File: config.mk
export PLATFORM = sky130hd
export DESIGN_NAME = ssd_pin_decoder
export DESIGN_NICKNAME = d
export VERILOG_FILES = /design/src/rtl/ssd_pkg.sv /design/src/rtl/ssd_seg_decode.sv /design/src/rtl/ssd_pin_decoder.sv
export SDC_FILE = /design/constraint.sdc
export NUM_CORES = 1
export LEC_CHECK = 0
export ABC_AREA = 1
export CORE_MARGIN = 2
export CORE_UTILIZATION = 30
export DETAILED_ROUTE_END_ITERATION = 16
export GPL_ROUTABILITY_DRIVEN = 0
export PLACE_DENSITY_LB_ADDON = 0.25
export REMOVE_ABC_BUFFERS = 1
export SLEW_MARGIN = 20
export SYNTH_ARGS = -nofsm -noshare
export SYNTH_HDL_FRONTEND = slang
export SYNTH_SLANG_ARGS = --single-unit
File: constraint.sdc
create_clock -name clk -period 2.2 [get_ports clk]
set_input_delay 0.22 -clock clk [delete_from_list [all_inputs] [get_ports clk]]
set_output_delay 0.22 -clock clk [all_outputs]
set_load 0.005 [all_outputs]
File: src/rtl/ssd_pkg.sv
// Shared PmodSSD definitions: glyph table (gfedcba), blank pattern and Pmod pin positions.
package ssd_pkg;

   typedef logic [6:0] seg_t;

   localparam seg_t GLYPH_0   = 7'h3F;
   localparam seg_t GLYPH_1   = 7'h06;
   localparam seg_t GLYPH_2   = 7'h5B;
   localparam seg_t GLYPH_3   = 7'h4F;
   localparam seg_t GLYPH_4   = 7'h66;
   localparam seg_t GLYPH_5   = 7'h6D;
   localparam seg_t GLYPH_6   = 7'h7D;
   localparam seg_t GLYPH_7   = 7'h07;
   localparam seg_t GLYPH_8   = 7'h7F;
   localparam seg_t GLYPH_9   = 7'h6F;
   localparam seg_t GLYPH_A   = 7'h77;
   localparam seg_t GLYPH_B   = 7'h7C;
   localparam seg_t GLYPH_C   = 7'h39;
   localparam seg_t GLYPH_D   = 7'h5E;
   localparam seg_t GLYPH_E   = 7'h79;
   localparam seg_t GLYPH_F   = 7'h71;
   localparam seg_t SEG_BLANK = 7'h00;

   // PmodPort1[7:4] = seg[3:0], PmodPort2[6:4] = seg[6:4], PmodPort2[7] = sel
   localparam int P1_SEG_LO  = 4;
   localparam int P2_SEG_LO  = 4;
   localparam int P2_SEL_BIT = 7;

endpackage

File: src/rtl/ssd_seg_decode.sv
// Combinational seven-segment to hex decoder; only the canonical glyphs are legal.
module ssd_seg_decode
   import ssd_pkg::*;
(
   input  seg_t       seg,
   output logic       legal,
   output logic       blank,
   output logic [3:0] nibble
);

   always_comb begin
      legal  = 1'b1;
      blank  = (seg == SEG_BLANK);
      nibble = 4'h0;
      case (seg)
         GLYPH_0: nibble = 4'h0;
         GLYPH_1: nibble = 4'h1;
         GLYPH_2: nibble = 4'h2;
         GLYPH_3: nibble = 4'h3;
         GLYPH_4: nibble = 4'h4;
         GLYPH_5: nibble = 4'h5;
         GLYPH_6: nibble = 4'h6;
         GLYPH_7: nibble = 4'h7;
         GLYPH_8: nibble = 4'h8;
         GLYPH_9: nibble = 4'h9;
         GLYPH_A: nibble = 4'hA;
         GLYPH_B: nibble = 4'hB;
         GLYPH_C: nibble = 4'hC;
         GLYPH_D: nibble = 4'hD;
         GLYPH_E: nibble = 4'hE;
         GLYPH_F: nibble = 4'hF;
         default: legal  = 1'b0;
      endcase
   end

endmodule

File: src/rtl/ssd_pin_decoder.sv
// Rebuilds a multiplexed two-digit PmodSSD display from its pins into per-position nibbles.
// SSD_PIN_DECODER_SYNC_EN adds a 2-flop synchronizer in front of the sample register.
module ssd_pin_decoder
   import ssd_pkg::*;
#(
   parameter int STABLE_CYCLES  = 4,
   parameter int TIMEOUT_CYCLES = 1000000,
   parameter int SEG_ACTIVE_LOW = 0
) (
   input  logic       clk,
   input  logic       rst_n,
   input  logic [7:0] PmodPort1,
   input  logic [7:0] PmodPort2,
   output logic [3:0] digit_lsb,
   output logic [3:0] digit_msb,
   output logic [1:0] valid,
   output logic       upd,
   output logic       err,
   output logic [7:0] err_cnt,
   output logic       stall
);

   localparam logic [7:0]  STABLE = 8'(STABLE_CYCLES);
   localparam logic [31:0] TMO    = 32'(TIMEOUT_CYCLES);
   localparam seg_t        INV    = (SEG_ACTIVE_LOW != 0) ? 7'h7F : 7'h00;

   logic [7:0] pin_word;
   logic       unused_pins;
   assign pin_word    = {PmodPort2[P2_SEL_BIT], PmodPort2[P2_SEG_LO +: 3], PmodPort1[P1_SEG_LO +: 4]};
   assign unused_pins = ^{PmodPort1[3:0], PmodPort2[3:0]};

   logic [7:0] samp;
   logic       samp_vld;

`ifdef SSD_PIN_DECODER_SYNC_EN
   logic [7:0] sync1, sync2;
   logic [2:0] vld_pipe;
   always_ff @(posedge clk) begin
      if (!rst_n) begin
         sync1    <= 8'h00;
         sync2    <= 8'h00;
         samp     <= 8'h00;
         vld_pipe <= 3'b000;
      end else begin
         sync1    <= pin_word;
         sync2    <= sync1;
         samp     <= sync2;
         vld_pipe <= {vld_pipe[1:0], 1'b1};
      end
   end
   assign samp_vld = vld_pipe[2];
`else
   always_ff @(posedge clk) begin
      if (!rst_n) begin
         samp     <= 8'h00;
         samp_vld <= 1'b0;
      end else begin
         samp     <= pin_word;
         samp_vld <= 1'b1;
      end
   end
`endif

   // samp_vld keeps the cleared register contents from being counted as a sample
   logic [7:0] run_cnt, last_word, cnt_next;
   logic       new_run, commit;
   assign new_run  = (run_cnt == 8'd0) || (samp != last_word);
   assign cnt_next = new_run ? 8'd1 : ((run_cnt == STABLE) ? STABLE : run_cnt + 8'd1);
   assign commit   = samp_vld && (cnt_next == STABLE) && (new_run || (run_cnt != STABLE));

   seg_t       seg;
   logic       pos, legal, blank;
   logic [3:0] nibble;
   assign seg = samp[6:0] ^ INV;
   assign pos = samp[7];

   ssd_seg_decode u_dec (
      .seg    (seg),
      .legal  (legal),
      .blank  (blank),
      .nibble (nibble)
   );

   logic [31:0] tmr;
   logic        prev_pos, pos_chg, tmo_hit;
   assign pos_chg = commit && (pos != prev_pos);
   assign tmo_hit = (tmr == 32'd1) && !pos_chg;

   always_ff @(posedge clk) begin
      if (!rst_n) begin
         run_cnt   <= 8'd0;
         last_word <= 8'h00;
         prev_pos  <= 1'b0;
         tmr       <= TMO;
         digit_lsb <= 4'h0;
         digit_msb <= 4'h0;
         valid     <= 2'b00;
         upd       <= 1'b0;
         err       <= 1'b0;
         err_cnt   <= 8'd0;
         stall     <= 1'b0;
      end else begin
         upd <= 1'b0;
         err <= 1'b0;
         if (samp_vld) begin
            last_word <= samp;
            run_cnt   <= cnt_next;
         end
         if (commit) begin
            upd      <= 1'b1;
            prev_pos <= pos;
            valid[pos] <= legal;
            if (legal) begin
               if (pos) digit_msb <= nibble;
               else     digit_lsb <= nibble;
            end else if (!blank) begin
               err <= 1'b1;
               if (err_cnt != 8'hFF) err_cnt <= err_cnt + 8'd1;
            end
         end
         if (pos_chg) begin
            tmr   <= TMO;
            stall <= 1'b0;
         end else if (tmr != 32'd0) begin
            tmr <= tmr - 32'd1;
         end
         if (tmo_hit) begin
            stall           <= 1'b1;
            valid[~prev_pos] <= 1'b0;
         end
      end
   end

endmodule
; Yosys cells after proc, flatten, opt, wreduce, memory -nomap -nowiden
; Cells that the tools add are included.
[op_classes]
muxes = 17
addsub = 3
n_eq_ne = 23
bitwise_logic = 8
n_lt_le_gt_ge = 4
reduce_logical = 19
[ops]
columns = op, n
row1 = "7-bit == test, second input constant", 12
row2 = 4-bit case mux with 15 select lines, 1
row3 = "32-bit by 1-bit == test with 1-bit output, second input constant", 1
row4 = 32-bit nonzero test, 1
row5 = "32-bit by 1-bit subtractor with 32-bit output, second input constant", 1
row6 = "8-bit by 1-bit adder with 8-bit output, second input constant", 2
row7 = "8-bit by 3-bit == test with 1-bit output, second input constant", 2
row8 = 8-bit two-way mux, 2
row9 = 16-bit OR reduction, 1
row10 = "7-bit by 3-bit == test with 1-bit output, second input constant", 2
row11 = "7-bit by 6-bit == test with 1-bit output, second input constant", 2
row12 = 8-bit zero test, 1
row13 = 1-bit two-way mux, 8
row14 = "8-bit by 3-bit inequality test with 1-bit output, second input constant", 1
row15 = 8-bit inequality test, 1
row16 = "8-bit inequality test, second input constant", 1
row17 = 7-bit zero test, 1
row18 = 1-bit logical AND, 6
row19 = 2-bit two-way mux, 3
row20 = 1-bit NOT, 6
row21 = 3-bit AND reduction, 2
row22 = "1-bit by 2-bit < comparator with 1-bit output, second input constant", 2
row23 = 4-bit AND reduction, 1
row24 = 3-bit OR reduction, 1
row25 = 10 further kinds, 13
[word_totals]
input_bits = 18
word_cells = 87
reg_bits = 79
output_inout_bits = 21

; Depth between registers and ports, before layout
; Gate-level depths: netlist of the first run.
[depth]
depth_word = 10
ltp_mapped = 15
mapped_depth_nobuf = 14

; Modules after synthesis
; Synthesis of the first run repeated with hierarchy kept, for this count alone.
[hier_totals]
cells_unflattened = 689
area_unflattened_um2 = 4365.4
[modules_own_cells]
columns = module, seq_area_each_um2, area_each_um2, instances, cells_each
row1 = ssd_pin_decoder, 1581.5, 3951.3, 1, 590
row2 = ssd_seg_decode, 0.0, 414.1, 1, 99

; Least setup slack after synthesis of the first run
; OpenSTA, ideal clock, no wires.
[synth_path]
path_kind = flip-flop to flip-flop
start = reg run_cnt[0]
end = reg tmr[2]
setup_ps = 131
slack_ps = 276
period_less_slack_ps = 1924
arrival_time_ps = 1792
stages_incl_launch_ff = 13
n_path_buf = 1
required_ps = 2069
cell_sequence = dfxtp_1 inv_1 ha_1 nand3_1 nor2_2 nor2_1 nor3_1 nand2_1 nor2_4 nand3_2 nand2_4 buf_6 nor3_2
[synth_via]
elab_chain_cells = 8
elab_cells_between_ends = 13
cone_classes = add/sub: 1 / eq/ne: 3 / mux: 2 / reduce/logical: 7
[synth_lines]
columns = item, line_no
row1 = "start, declared", ssd_pin_decoder.sv:65  ; logic [7:0] run_cnt, last_word, cnt_next;
row2 = "start signal, assigned", ssd_pin_decoder.sv:107  ; run_cnt <= cnt_next;
row3 = 8-bit by 1-bit adder with 8-bit output (tied with other cells), ssd_pin_decoder.sv:68  ; assign cnt_next = new_run ? 8'd1 : ((run_cnt == STABLE) ? STABLE : run_cnt + 8'd1);
row4 = 8-bit two-way mux / 1-bit logical OR (equally long branches), "ssd_pin_decoder.sv:68, ssd_pin_decoder.sv:67"
row5 = 8-bit two-way mux, ssd_pin_decoder.sv:68
row6 = 8-bit by 3-bit == test with 1-bit output, ssd_pin_decoder.sv:69  ; assign commit = samp_vld && (cnt_next == STABLE) && (new_run || (run_cnt != STABLE));
row7 = 1-bit logical AND, ssd_pin_decoder.sv:69
row8 = 1-bit logical AND (*), ssd_pin_decoder.sv:69
row9 = 1-bit logical AND (*), ssd_pin_decoder.sv:86  ; assign pos_chg = commit && (pos != prev_pos);
row10 = 2-bit OR reduction (no line) (*), --
row11 = "end signal, assigned", ssd_pin_decoder.sv:125  ; tmr <= tmr - 32'd1;
row12 = "end, declared", ssd_pin_decoder.sv:84  ; logic [31:0] tmr;
; Mark *: on every way between the ends. The rest lies on a longest branch, timed or not.
; A chain may end at the register's enable or synchronous reset.

; Worst setup path after layout of the first run
[layout_path]
start = reg run_cnt[0]
end = reg tmr[30]
; The elaborated chain is that of the path after synthesis.

==> results of run 1 <==
path summary, 6_finish.rpt:
path | start | end | slack [ps] | cells past startpoint
setup reg to reg | run_cnt[0] | tmr[30] | 120 | 14
setup / recovery | run_cnt[0] | tmr[30] | 120 | 14
hold reg to reg | prev_pos | prev_pos | 500 | 2
hold / removal | PmodPort2[4] | samp[4] | 400 | 3
flip-flops by register name, summed over array words and instances (netlist names):
name       count
tmr           32
err_cnt        8
last_word      8
run_cnt        8
samp           8
digit_lsb      4
digit_msb      4
valid          2
err            1
prev_pos       1
samp_vld       1
stall          1
upd            1
power by group through the flow:
stage / combinational, uW / clock (uW) / sequential, uW
after floorplan: 272 / 0 / 1560
after CTS: 417 / 1490 / 1540
after global routing: 502 / 1540 / 1550
after global placement: 409 / 0 / 1570
final: 445 / 1450 / 1540
after detailed placement: 414 / 0 / 1570
metrics by stage:
stage,setup TNS (ps),utilization
2_1_floorplan,0,-
3_3_place_gp,0,0.351
3_5_place_dp,0,0.351
4_1_cts,0,0.371
5_1_grt,-772,0.384
6_report,0,0.384
cell usage in the layout (no fill, tap or decap), types with 2 or more instances in the layout:
master | synthesis | routed
nand2_2 | 2 | 3
nand2_1 | 160 | 159
buf_4 | 1 | 27
ha_1 | 5 | 4
clkdlybuf4s50_1 | 0 | 30
nor4_1 | 6 | 6
clkinv_2 | 0 | 2
buf_12 | 0 | 2
a21oi_1 | 26 | 26
xnor2_1 | 25 | 25
dfxtp_4 | 0 | 2
nand3_2 | 1 | 4
nand4_4 | 1 | 3
dfxtp_1 | 79 | 71
clkbuf_1 | 9 | 2
inv_1 | 61 | 61
o21ai_0 | 19 | 19
nor2_2 | 2 | 6
inv_2 | 6 | 6
nor3_1 | 11 | 10
nand3_1 | 39 | 36
nand4_1 | 20 | 20
clkbuf_16 | 0 | 9
dfxtp_2 | 0 | 6
a21oi_2 | 5 | 5
nor2_1 | 143 | 137
nor2_4 | 4 | 6
nor3_2 | 3 | 3
xor2_1 | 5 | 5
layer usage:
| metal | GRT usage | vias up |
|---|---|---|
| li1 | - | 2175 |
| met1 | 0.193 | 1883 |
| met2 | 0.239 | 80 |
| met3 | 0.0286 | 16 |
| met4 | 0.0703 | 0 |
| met5 | 0 | - |
cell type report:
| class | instances | share of cell area |
|---|---|---|
| clock buffer | 11 | 0.0435 |
| clock inverter | 4 | 0.00889 |
| inverter | 67 | 0.0470 |
| multi-input combinational | 487 | 0.457 |
| sequential | 79 | 0.299 |
| tap | 180 | 0.0421 |
| timing repair buffer | 60 | 0.102 |
worst register-to-register path: stages, from the launching register on:
cell and delay (ps):
dfxtp_1 360, inv_1 80, buf_4 150, nor2_2 150
nand2_1 80, nand2_1 90, nor2_1 70, nor3_2 130
nand2_1 110, nor2_4 180, buf_12 140, nand3_2 90
nand2_4 130, buf_12 170, nor3_1 60
cell families (layout without fill, tap and decap cells):
kind of cell,count (synthesis),count (layout),share of synthesized area
and+or+nand+nor,398,398,0.409
buffers and inverters,83,142,0.0766
DFF,79,79,0.369
AOI/OAI and AO/OA,54,54,0.0690
xor gates and xnor gates,30,30,0.0614
adders and majority gates,5,5,0.0146
timing repair:
item	4_1_cts	5_1_grt
buffers inserted	0	11
gates resized for setup	0	27
endpoints found under the setup margin	0	48
hold endpoints to repair	0	0
==> impl_metrics.yaml, run 1 <==
finish:
  instances_no_fill: 888
  nFillCells: 1428
  syn2layout_area_growth_pct: 24.9
  seqCellArea_mm2: 0.00160
  antenna_cells: 0
  multiInputGateArea_mm2: 0.00245
  drive_above_1_share: 0.129
  final_nets: 727
  final_area_mm2: 0.00535
yosys:
  yosys-top-cells-area: "dfxtp_1, nand2_1, nor2_1"
  synth_cells: 649
  synth-edff-count: 0
  yosysUniqueCellTypes: 35
  syn_area_per_cell_um2: 6.60
  synthArstFlopShare: 0
  netlist_top_cells_count: "nand2_1, nor2_1, dfxtp_1"
  synth_top_cell_by_area: "dfxtp_1"
  synth_warnings: 0
  ys.flop_type: "dfxtp_1"
  synth_area_mm2: 0.00428
  synth.most_common_cell: "nand2_1"
  ys_ff_latch: 79
  yosysSeqAreaShare: 0.369
  synth_top_cell_area_share: 0.369
placement:
  hpwl_um: 8070
  port_buffers: 30
  dp.cells: 862
  pre_cts_slack_ps: 45.7
  place_area_mm2: 0.00489
global_routing:
  grt_max_degree: 31
  antenna_found_initial: 0
  grt_usage: 0.149
  grt_pass1_vias: 3869
  grt-ovfl-total: 0
  grt_pass1_wl_um: 17800
sta:
  worstMarginPinSlew_ps: 466
  whs_ps: 404
  postLayoutSetupSlackWorst_ps: 116
  drv_slew: 0
  fmaxAchievable_mhz: 480
  fin_crit_sh: 0.947
  max_slew_margin: 0.686
  clock_skew_ps: 9.73
  min_period_ps: 2080
  setup_viol: 0
  rsz0062_at_grt: "yes"
  hold_viol_final: 0
outcome:
  status: "finished clean"
detailed_routing:
  dr.max_layer_used: "met4"
  remaining_drc_errors: 0
  wl_per_cell_um: 12.1
  wl_met2_um: 4870
  via_count: 4154
  ant_nets: 0
  dr.pass1.iters: 4
  drt_iter0_markers: 297
  wl_met1_um: 5230
  via_per_inst: 4.68
  dr_wl_met3_um: 415
  wl_um: 10800
critical_path:
  critPathMaxStageDelay_ps: 360
  worst-setup-path-type: "reg -> reg"
  cp_num_buf_inv: 4
  crit_arrival_ps: 2320
  cpMostUsedCell: "nand2_1"
  worstPathRequired_ps: 2440
  critPathLaunchType: "register"
  worst-path-max-fanout: 18
  path_cells: "inv_1, buf_4, nor2_2, nand2_1, nand2_1, nor2_1, nor3_2, nand2_1, nor2_4, buf_12, nand3_2, nand2_4, buf_12, nor3_1"
  path_delay_family: "simple AND/OR/NAND/NOR gates"
  end_kind: "register"
  crit_slowest_cell: "dfxtp_1"
floorplanning:
  die_w_um: 123
  die_area_mm2: 0.0152
  ios: 39
  core-area_mm2: 0.0139
  rows: 43
  initial_core_util: 0.307
  fp.dieH_um: 123
clock_network:
  cts_hold_buffers: 0
  cts_tree: "built"
  clk_latency_ps: 350
  cts_root_buf: "clkbuf_16"
  cts_buffer_depth: 2
  cts_num_sinks: 79
  h-tree-depth: 3
  cts_buffers: 9
  clk_pin_slew_ps: 60
pwr:
  power_leakage_uw: 0.00228
  intPower_uw: 2520
  p_comb_frac: 0.130
  p_total_uw: 3430
  power_density_mw_per_mm2: 642
  p_clk_frac: 0.422
  ir_worst_vdd_mv: 0.438
  p_sw_uw: 910
  power.share.switching: 0.265
  seqPwrFrac: 0.449
flow_run:
  maxCapViolCount: 0
min_path:
  min_path_type: "in -> reg"
No activity file was read; power rests on OpenSTA's default activity.
==> run 2: changes to the inputs <==
Settings changed: HOLD_SLACK_MARGIN set to 0.02.
Clock period 2.2 ns to 2.7 ns, I/O delays scaled along.
==> run 2 against run 1 <==
Via count down 1.7%; die area unchanged; register-to-register slack better by 210 ps; power down 20%; hold slack better by 63 ps; combinational power down 30%; routed wire length down 2.2%; maximum frequency down 12%; clock skew up 1.4 ps; critical path depth down 3; core utilization down 1.9 points; clock power down 20%; largest cell class unchanged; highest routed layer unchanged.
==> impl_metrics.yaml, run 2 (synthesis gave the netlist of run 1 again) <==
outcome:
  status: "finished clean"
global_routing:
  grt_pass1_vias: 3789
  grt_max_degree: 31
  met2_usage: 0.234
  grt-ovfl-total: 0
  grt_usage: 0.148
  grt_util_met1: 0.198
  grt_pass1_wl_um: 17800
  grt.busiest_layer: "met2"
  antenna_found_initial: 0
  met3_usage: 0.0406
critical_path:
  critPathMaxStageDelay_ps: 370
  path_delay_family: "simple AND/OR/NAND/NOR gates"
  worst-path-max-fanout: 9
  cpMostUsedCell: "nor2_1"
  cp_num_buf_inv: 1
  crit_slowest_cell: "dfxtp_1"
  startpoint: "run_cnt[0]"
  regToRegStartpoint: "run_cnt[0]"
  path_cells: "inv_1, ha_1, nand3_1, nor2_2, nor2_1, nor3_1, nand2_1, nor2_4, nand4_2, nor2_1, nor2_1"
  critPathLaunchType: "register"
  worst-setup-path-type: "reg -> reg"
  worstPathRequired_ps: 2920
  end_kind: "register"
  crit_arrival_ps: 2600
finish:
  syn2layout_area_growth_pct: 18.7
  layout_common_cells: "nand2_1, nor2_1, dfxtp_1"
  utilization: 0.365
  final_common_cell: "nand2_1"
  drive_above_1_share: 0.0743
  largest-register: "tmr"
  largest_register_ffs: 32
  antenna_cells: 0
  final_nets: 705
detailed_routing:
  wl_per_cell_um: 12.1
  remaining_drc_errors: 0
  drt_iter0_markers: 276
  ant_nets: 0
  via_count: 4085
  wl_um: 10500
  via_per_inst: 4.72
  dr.pass1.iters: 4
sta:
  max_slew_margin: 0.633
  clock_skew_ps: 11.2
  worstMarginPinSlew_ps: 549
  drv_slew: 0
  fin_crit_sh: 0.879
  fmaxAchievable_mhz: 421
  hold_viol_final: 0
  setup_viol: 0
  rsz0062_at_grt: "no"
  whs_ps: 468
  min_period_ps: 2370
  tns_ps: 0
pwr:
  p_clk_frac: 0.425
  p_sw_uw: 722
  seqPwrFrac: 0.460
  p_total_uw: 2730
  power_density_mw_per_mm2: 537
  ir_worst_vdd_mv: 0.287
  intPower_uw: 2010
  power.share.switching: 0.264
  p_comb_frac: 0.115
  power_leakage_uw: 0.00215
flow_run:
  maxCapViolCount: 0
floorplanning:
  core-area_mm2: 0.0139
  die_area_mm2: 0.0152
  rows: 43
  die_w_um: 123
  ios: 39
  initial_core_util: 0.307
  fp.dieH_um: 123
min_path:
  hold_start: "PmodPort2[6]"
  min_path_type: "in -> reg"
clock_network:
  cts_buffers: 9
  clk_latency_ps: 340
  cts_root_buf: "clkbuf_16"
  clk_pin_slew_ps: 60
  cts_num_sinks: 79
  cts_buffer_depth: 2
  cts_hold_buffers: 0
  h-tree-depth: 3
  cts_tree: "built"
  cts_setup_buffers: 0
placement:
  hpwl_um: 8010
  port_buffers: 30
## run 2: cell types whose count changed in the layout (fill, tap and decap cells not counted), moves of 2 or more
cell,previous run,this run
nor2_2,6,2
buf_4,27,8
dfxtp_4,2,0
dfxtp_2,6,0
nor2_1,137,143
nand4_4,3,1
nand4_2,0,2
nand3_1,36,39
nor2_4,6,4
clkbuf_1,2,0
clkbuf_8,0,3
nand3_2,4,1
dfxtp_1,71,79
buf_12,2,0
## run 2: power groups by stage
stage,clock (uW),sequential [uW],combinational (uW)
after global placement,0,1280,307
final,1160,1260,313
after CTS,1190,1250,313
after detailed placement,0,1280,311
after global routing,1240,1260,356
after floorplan,0,1270,222
## run 2: cell type report
type	count	area, um^2
fillers	1472	8850
multi-input cells	487	2380
flip-flops and latches	79	1580
repair buffers	38	360
clock buffers	12	267
inverters	67	251
well taps	180	225
clock inverters	3	17.5
## run 2: metal layers
layer | share of wire | wire (um)
met1 | 0.50 | 5210
met4 | 0.012 | 123
met3 | 0.042 | 440
met5 | 0 | 0
met2 | 0.45 | 4740
## run 2: worst paths after layout
path | slack (ps) | end | cells past startpoint
hold reg to reg | 500 | prev_pos | 2
hold / removal | 470 | samp[6] | 3
setup / recovery | 330 | digit_msb[1] | 11
setup reg to reg | 330 | digit_msb[1] | 11
## run 2: stage by stage
step / instance area (um^2) / setup WS, ps / instances
after floorplan: 4210 / 558 / 633
after global placement: 4790 / 333 / 851
after detailed placement: 4790 / 289 / 851
after CTS: 5070 / 269 / 866
after global routing: 5080 / 31.3 / 866
final: 5080 / 326 / 866
## run 2: worst reg2reg max path, cell delays in order (launching register included)
cell and delay, ps:
dfxtp_1 370, inv_1 140, ha_1 210, nand3_1 120, nor2_2 200, nor2_1 100, nor3_1 190, nand2_1 130
nor2_4 250, nand4_2 300, nor2_1 190, nor2_1 70
## run 2: timing repair
action                     in CTS  in global routing
setup endpoints to repair       0                  3
hold endpoints to repair        0                  0
gates resized for setup         0                  1
==> run 3: changes to the inputs <==
Settings changed: CTS_CLUSTER_SIZE set to 40, HOLD_SLACK_MARGIN 0.02 to 0.05.
==> results of run 3 <==
No change in the layout: final DEF, timing and power equal those of run 2.
